==> src/rtl/bcd_updn_counter.sv <==
// Prescaled BCD up/down counter with programmable terminal count, synchronous
// clear/load, wrap pulse and rejected-load pulse.
module bcd_updn_counter #(
    parameter int                  DIGITS   = 6,
    parameter logic [4*DIGITS-1:0] MAX_VAL  = 24'h000023,
    parameter int                  TICK_DIV = 5_000_000
) (
    input  logic                  clk,
    input  logic                  rst_n,
    input  logic                  en,
    input  logic                  up_dn,
    input  logic                  clr,
    input  logic                  load,
    input  logic [4*DIGITS-1:0]   load_val,
    output logic [4*DIGITS-1:0]   num,
    output logic                  wrap,
    output logic                  load_err
);

    localparam int              W      = 4 * DIGITS;
    localparam int              PW     = $clog2(TICK_DIV + 1);
    localparam logic [PW-1:0]   P_LAST = PW'(TICK_DIV - 1);

    logic [W-1:0]  num_q, num_d;
    logic [PW-1:0] p_q, p_d;
    logic          wrap_q, wrap_d;
    logic          load_err_q, load_err_d;

    // BCD +1: each nibble at 9 rolls to 0 and passes the carry upward.
    function automatic logic [W-1:0] bcd_inc(input logic [W-1:0] v);
        logic [W-1:0] r;
        logic         carry;
        r     = v;
        carry = 1'b1;
        for (int i = 0; i < DIGITS; i++) begin
            if (carry) begin
                if (v[4*i +: 4] == 4'd9) begin
                    r[4*i +: 4] = 4'd0;
                end else begin
                    r[4*i +: 4] = v[4*i +: 4] + 4'd1;
                    carry       = 1'b0;
                end
            end
        end
        return r;
    endfunction

    // BCD -1: each nibble at 0 rolls to 9 and passes the borrow upward.
    function automatic logic [W-1:0] bcd_dec(input logic [W-1:0] v);
        logic [W-1:0] r;
        logic         borrow;
        r      = v;
        borrow = 1'b1;
        for (int i = 0; i < DIGITS; i++) begin
            if (borrow) begin
                if (v[4*i +: 4] == 4'd0) begin
                    r[4*i +: 4] = 4'd9;
                end else begin
                    r[4*i +: 4] = v[4*i +: 4] - 4'd1;
                    borrow      = 1'b0;
                end
            end
        end
        return r;
    endfunction

    // With every nibble 0..9 a plain binary compare orders BCD values correctly.
    function automatic logic bcd_valid(input logic [W-1:0] v);
        logic ok;
        ok = 1'b1;
        for (int i = 0; i < DIGITS; i++) begin
            if (v[4*i +: 4] > 4'd9) begin
                ok = 1'b0;
            end
        end
        return ok && (v <= MAX_VAL);
    endfunction

    // NOTE: every output of this block gets a default first, so no path leaves a
    // signal unassigned and no latch is inferred.
    always_comb begin
        num_d      = num_q;
        p_d        = p_q;
        wrap_d     = 1'b0;
        load_err_d = 1'b0;
        if (clr) begin
            num_d = '0;
            p_d   = '0;
        end else if (load) begin
            p_d = '0;
            if (bcd_valid(load_val)) begin
                num_d = load_val;
            end else begin
                load_err_d = 1'b1;
            end
        end else if (en) begin
            if (p_q == P_LAST) begin
                p_d = '0;
                if (up_dn) begin
                    if (num_q == MAX_VAL) begin
                        num_d  = '0;
                        wrap_d = 1'b1;
                    end else begin
                        num_d = bcd_inc(num_q);
                    end
                end else begin
                    if (num_q == '0) begin
                        num_d  = MAX_VAL;
                        wrap_d = 1'b1;
                    end else begin
                        num_d = bcd_dec(num_q);
                    end
                end
            end else begin
                p_d = p_q + PW'(1);
            end
        end
    end

    // NOTE: state registers use non-blocking assignments so every flop samples
    // the pre-edge values regardless of statement order.
    always_ff @(posedge clk or negedge rst_n) begin
        if (!rst_n) begin
            num_q      <= '0;
            p_q        <= '0;
            wrap_q     <= 1'b0;
            load_err_q <= 1'b0;
        end else begin
            num_q      <= num_d;
            p_q        <= p_d;
            wrap_q     <= wrap_d;
            load_err_q <= load_err_d;
        end
    end

    assign num      = num_q;
    assign wrap     = wrap_q;
    assign load_err = load_err_q;

endmodule

==> config.mk <==
export PLATFORM = sky130hd
export DESIGN_NAME = bcd_updn_counter
export DESIGN_NICKNAME = d
export VERILOG_FILES = /design/src/rtl/bcd_updn_counter.sv
export SDC_FILE = /design/constraint.sdc
export NUM_CORES = 1
export LEC_CHECK = 0
export CELL_PAD_IN_SITES_DETAIL_PLACEMENT = 1
export CELL_PAD_IN_SITES_GLOBAL_PLACEMENT = 1
export CORE_AREA = 2 2 99 101
export CTS_BUF_LIST = sky130_fd_sc_hd__clkbuf_2
export CTS_CLUSTER_DIAMETER = 80
export DETAILED_ROUTE_END_ITERATION = 8
export DIE_AREA = 0 0 101 103
export GPL_TIMING_DRIVEN = 1
export PLACE_DENSITY = 0.81
export SLEW_MARGIN = 10
export SYNTH_ARGS = -nofsm -noshare
export SYNTH_HDL_FRONTEND = slang
export SYNTH_SLANG_ARGS = --single-unit
==> constraint.sdc <==
create_clock -name clk -period 2.8 [get_ports clk]
set_input_delay 0.42 -clock clk [delete_from_list [all_inputs] [get_ports clk]]
set_output_delay 0.42 -clock clk [all_outputs]
set_load 0.01 [all_outputs]
After elaboration in Yosys (flattened, before gate mapping). Index checks and enable logic that the tools add are counted.

Add/subtract/negate cells: 13. Order comparisons: 7. Equal/unequal tests: 14. Multiplexer cells: 130. Reductions and logical operators: 21.

Operators with widths (count): two-way mux 24 bit (8); two-way mux 1 bit (96); two-way mux 23 bit (4); two-way mux 4 bit (22); != test 5 x 1 -> 1 bit, second input constant (5); AND reduction 5 bit (5); nonzero test 5 bit (5); adder 4 x 1 -> 4 bit, second input constant (6); equality test 24 x 6 -> 1 bit, second input constant (1); equality test 4 bit, second input constant (6); greater-than comparator 4 bit, second input constant (6); <= comparator 24 x 6 -> 1 bit, second input constant (1); zero test 24 bit (1); zero test 4 bit (6); subtractor 4 x 1 -> 4 bit, second input constant (6); adder 23 x 1 -> 23 bit, second input constant (1); equality test 23 bit, second input constant (1); nonzero test 3 bit (2); != test 3 x 2 -> 1 bit, second input constant (1); AND reduction 3 bit (1); logical AND 1 bit (1).

Register bits after elaboration: 49. Input bits: 30. Output and inout bits: 26. Logic and storage cells: 194.

Depth between registers and ports, before layout.
Word-level depth: 43. Gate-level depth with buffers: 8. Gate-level depth less buffers: 8.

Worst setup path after synthesis. OpenSTA, ideal clock, no wires.

Path kind: reg2reg. Start point: reg num_q[8], in the netlist num[8]. End point: reg num_q[5], in the netlist num[5]. Setup time: 125 ps. Data arrival time: 2419 ps. Data required time: 2675 ps. Setup slack: 256 ps. Cell stages (with the launch flop): 9. Path buffers: 0. Clock period less this slack: 2544 ps. Path through: dfrtp_1 -> inv_1 -> ha_1 -> nor3b_4 -> nand4_4 -> nor4_4 -> nor2_1 -> a221oi_4 -> mux2_4.

Longest elaborated chain between the ends: 7.

Ends and longest elaborated chain: start: declaration (RTL line 24) `logic [W-1:0] num_q, num_d;`; start signal: assignment (RTL line 129) `num_q <= num_d;`; equality test 24 x 6 -> 1 bit or zero test 24 bit (tied branches) (RTL line 100, 107); two-way mux 24 bit, on equally long branches (RTL line 100, 107); two-way mux 24 bit (RTL line 99) `if (up_dn) begin`; two-way mux 24 bit (RTL line 97) `if (p_q == P_LAST) begin`; two-way mux 24 bit (RTL line 96) `end else if (en) begin`; two-way mux 24 bit (RTL line 89) `end else if (load) begin`; two-way mux 24 bit (RTL line 86) `if (clr) begin`.

Parallel ways exist; a longest one is shown, timed or not. The select of a mux whose other input is x is not followed. A chain may end at the register's enable or synchronous reset.

Final worst setup path.
Start point: reg num_q[4], in the netlist num[4]. End point: reg num_q[7], in the netlist num[7].

Longest elaborated chain between the ends: 9.

Ends and longest elaborated chain: subtractor 4 x 1 -> 4 bit (tied with other cells) (RTL line 59) `r[4*i +: 4] = v[4*i +: 4] - 4'd1;`; two-way mux 4 bit, on equally long branches (RTL line 56, 37); two-way mux 4 bit, on equally long branches (RTL line 55, 36); two-way mux 24 bit, on equally long branches (RTL line 107, 100); two-way mux 24 bit (RTL line 99); two-way mux 24 bit (RTL line 97); two-way mux 24 bit (RTL line 96); two-way mux 24 bit (RTL line 89); two-way mux 24 bit (RTL line 86).

Parallel ways exist; a longest one is shown, timed or not. The select of a mux whose other input is x is not followed.

==> out/metrics.cfg <==
[placement]
dpl_cell_area_um2 = 4850
hpwl_um = 10700
dp_slack_ns = -0.228
dp.cells = 646
portBuffers = 55
gp_congestion = 0.977

[power_and_ir_drop]
peakVddDrop_uv = 161
leakage_nw = 2.00
pwr_density_cell_nw_per_um2 = 453

[run_status]
status = finished, final reports clean

[clock_tree]
cts.sinks = 49
clk_pin_slew_worst_paths_ns = 0.31
clockBufferDepth = 2
clkLatencyLatePin_ns = 0.47
cts_tree = built
cts-buffers-inserted = 5
cts-root-buf = clkbuf_2
htreeDepth = 2

[synthesis]
synth_xor_area_frac = 0.0333
syn_nets = 507
synthSimpleGateAreaFrac = 0.278
yosysTopAreaCell = dfrtp_1
ys_types = 79
synthArstFlopShare = 1.00
muxShareOfSynthArea = 0.0584
ys_seq_elements = 49
synthAdderAreaFrac = 0.0539
synth_top_family_by_area = simple AND/OR/NAND/NOR gates
synth-edff-count = 0
synth-warning-count = 0
syn_inst = 460
ys.flop_type = dfrtp_1
synth_top_area_share = 0.311
synth_area_leaders = dfrtp_1 (31%), ha_1 (5.4%), o21ai_0 (4.6%), nor2_1 (4.3%), nand2_1 (3.7%)
synth_compound_area_frac = 0.221
ys_seq_area_frac = 0.311
avgSynthCellArea_um2 = 8.58
syn_area_um2 = 3950

[floorplan]
io_pins = 56
start_util = 0.417
dieArea_um2 = 10400
die_w_um = 101
die_y_um = 103
design.core.area_um2 = 9460
num_rows = 36

[global_routing]
grt_pass1_vias = 4231
grt_max_degree = 32
grt_usage = 0.272
grt_first_pass_wirelength_um = 22400
antenna_found_initial = 0
overflow = 0

[timing]
final-hold-violation-count = 0
skew_ns = 0.0245
max-slew-margin-rel = 0.332
setup_slack_ns = 0.0404
tightest_slew_ns = 1.00
fmax_ghz = 0.362
final.period_utilization = 0.986
final-setup-viol-count = 0
finalMaxSlewViolations = 0
post-route-min-period_ns = 2.76

[worst_setup_path]
endpoint = num[7]
timing.rr.start = num[4]
required_ns = 3.20
worstPathMaxFanout = 14
reg2reg_slack_ns = 0.04
path_cells = nor4_1 > nand3_1 > nor2_1 > nor3_1 > a211o_1 > mux2_4
cp.arrival_ns = 3.16
critPathSlowestCell = nor4_1
crit_type = reg -> reg
critPathMaxStageDelay_ns = 0.64
crit_path_start = num[4]
start_kind = flip-flop
critPathCaptureType = flip-flop
ff2ff_path_depth = 6
r2r_end = num[7]

[routing]
drc = 0
drt-pass1-iter-count = 4
wl_met2_um = 7110
top_layer = met4
num_vias = 4081
wl_per_cell_um = 21.4
drt_iter0_markers = 235
drt-met1-wl_um = 6070
drt-total-wl_um = 14200
dr_wl_met3_um = 600
via_per_inst = 6.16
ant_nets = 0

[final_layout]
fin_util = 0.527
drive_gt1_frac = 0.168
nets = 594
stdcell_area_um2 = 4990
area_growth_pct = 26.5
diodes = 0
fin_cells = 662

[worst_hold_path]
hp-class = in -> async

[flow_run]
maxCapViolCount = 0

[stage by stage]
stage                     setup TNS (ns)  hold WS, ns  total power (W)
after floorplan                        0        0.124          0.00142
after global placement             -1.65        0.409          0.00182
after detailed placement           -3.14        0.418          0.00187
after CTS                              0        0.376          0.00222
after global routing            -0.00398        0.397          0.00238
final                                  0        0.394          0.00226
[per-layer routing]
metal | track usage | up-vias
li1 | - | 1880
met1 | 0.347 | 2046
met2 | 0.473 | 117
met3 | 0.0366 | 38
met4 | 0.102 | 0
met5 | 0 | -
[worst min-delay path by stage]
stage,start,to,slack [ns],cells after the start
6_report,rst_n,p_q[19],0.39,2
3_3_place_gp,rst_n,num[11],0.41,1
4_1_cts,rst_n,p_q[15],0.38,2
5_1_grt,rst_n,p_q[15],0.40,2
3_5_place_dp,rst_n,num[11],0.42,1
2_1_floorplan,rst_n,load_err,0.12,0
[placed cells by master (no fill, tap or decap), types with 5 or more instances in the layout]
cell,instances
clkdlybuf4s50_1,54
dfrtp_1,48
buf_4,47
nor2_1,45
nand2_1,39
o21ai_0,36
a21oi_1,20
inv_1,18
nand3_1,18
ha_1,17
nand4_1,14
nor4_1,11
nor3_1,10
a31oi_1,10
nor2b_1,8
xor2_1,8
mux2i_1,8
xnor2_1,7
mux2_2,5
and4_1,5
or3_1,5
o31ai_1,5
a32oi_1,5
clkbuf_2,5
[logic make-up (layout without fill, tap and decap cells)]
logic type / Yosys count / after routing
AND/OR/NAND/NOR: 193 / 193
multiplexers: 20 / 20
flip-flops: 49 / 49
AO/OA/AOI/OAI: 123 / 123
XOR/XNOR: 15 / 15
adder cells (fa/ha/maj): 17 / 17
buffers and inverters: 43 / 131
[sequential cells by signal, summed over array words and instances (netlist names)]
register and cells:
p_q 23, wrap 1, load_err 1, num 24
[final cells by class]
| class | instances | area (um^2) |
|---|---|---|
| Multi-Input combinational cell | 368 | 2570 |
| Timing Repair Buffer | 104 | 928 |
| Inverter | 19 | 71.3 |
| Tap cell | 114 | 143 |
| Clock buffer | 5 | 25.0 |
| Sequential cell | 49 | 1230 |
| Clock inverter | 3 | 26.3 |
| Fill cell | 1140 | 4470 |
[worst max-delay path, delay by kind of cell (launching register included)]
kind            cells  cell delay (ns)
simple gates        4             1.54
flops               1             0.62
compound gates      1             0.29
mux                 1             0.25
[Yosys cell counts, drive strengths merged (4+ instances only)]
cell type and number:
a32oi 5, o21ai 38, inv 18, nor3b 6, nand4 15, nor4 12
o31a 4, mux2 12, nor3 13, and4 5, a211oi 5, nand2b 5
a221oi 4, clkbuf 14, a21oi 21, o31ai 5, mux2i 8, nor2 47
xor2 8, nand2 39, buf 10, a31oi 10, nor4b 4, dfrtp 49
or3 5, and3 4, nand3 18, ha 17, xnor2 7, nor2b 8
[what timing repair did]
item / 4_1_cts / 5_1_grt
hold buffers: 1 / 0
resized for setup: 0 / 5
endpoints found under the setup margin: 0 / 19
setup buffers: 0 / 7
hold endpoints to repair: 19 / 0
[where the power goes]
group | switching, W | internal [W]
sequential | 0.0000958 | 0.000765
clock | 0.000278 | 0.0000672
combinational | 0.000553 | 0.000499
Power figures use the tool's default switching activity.
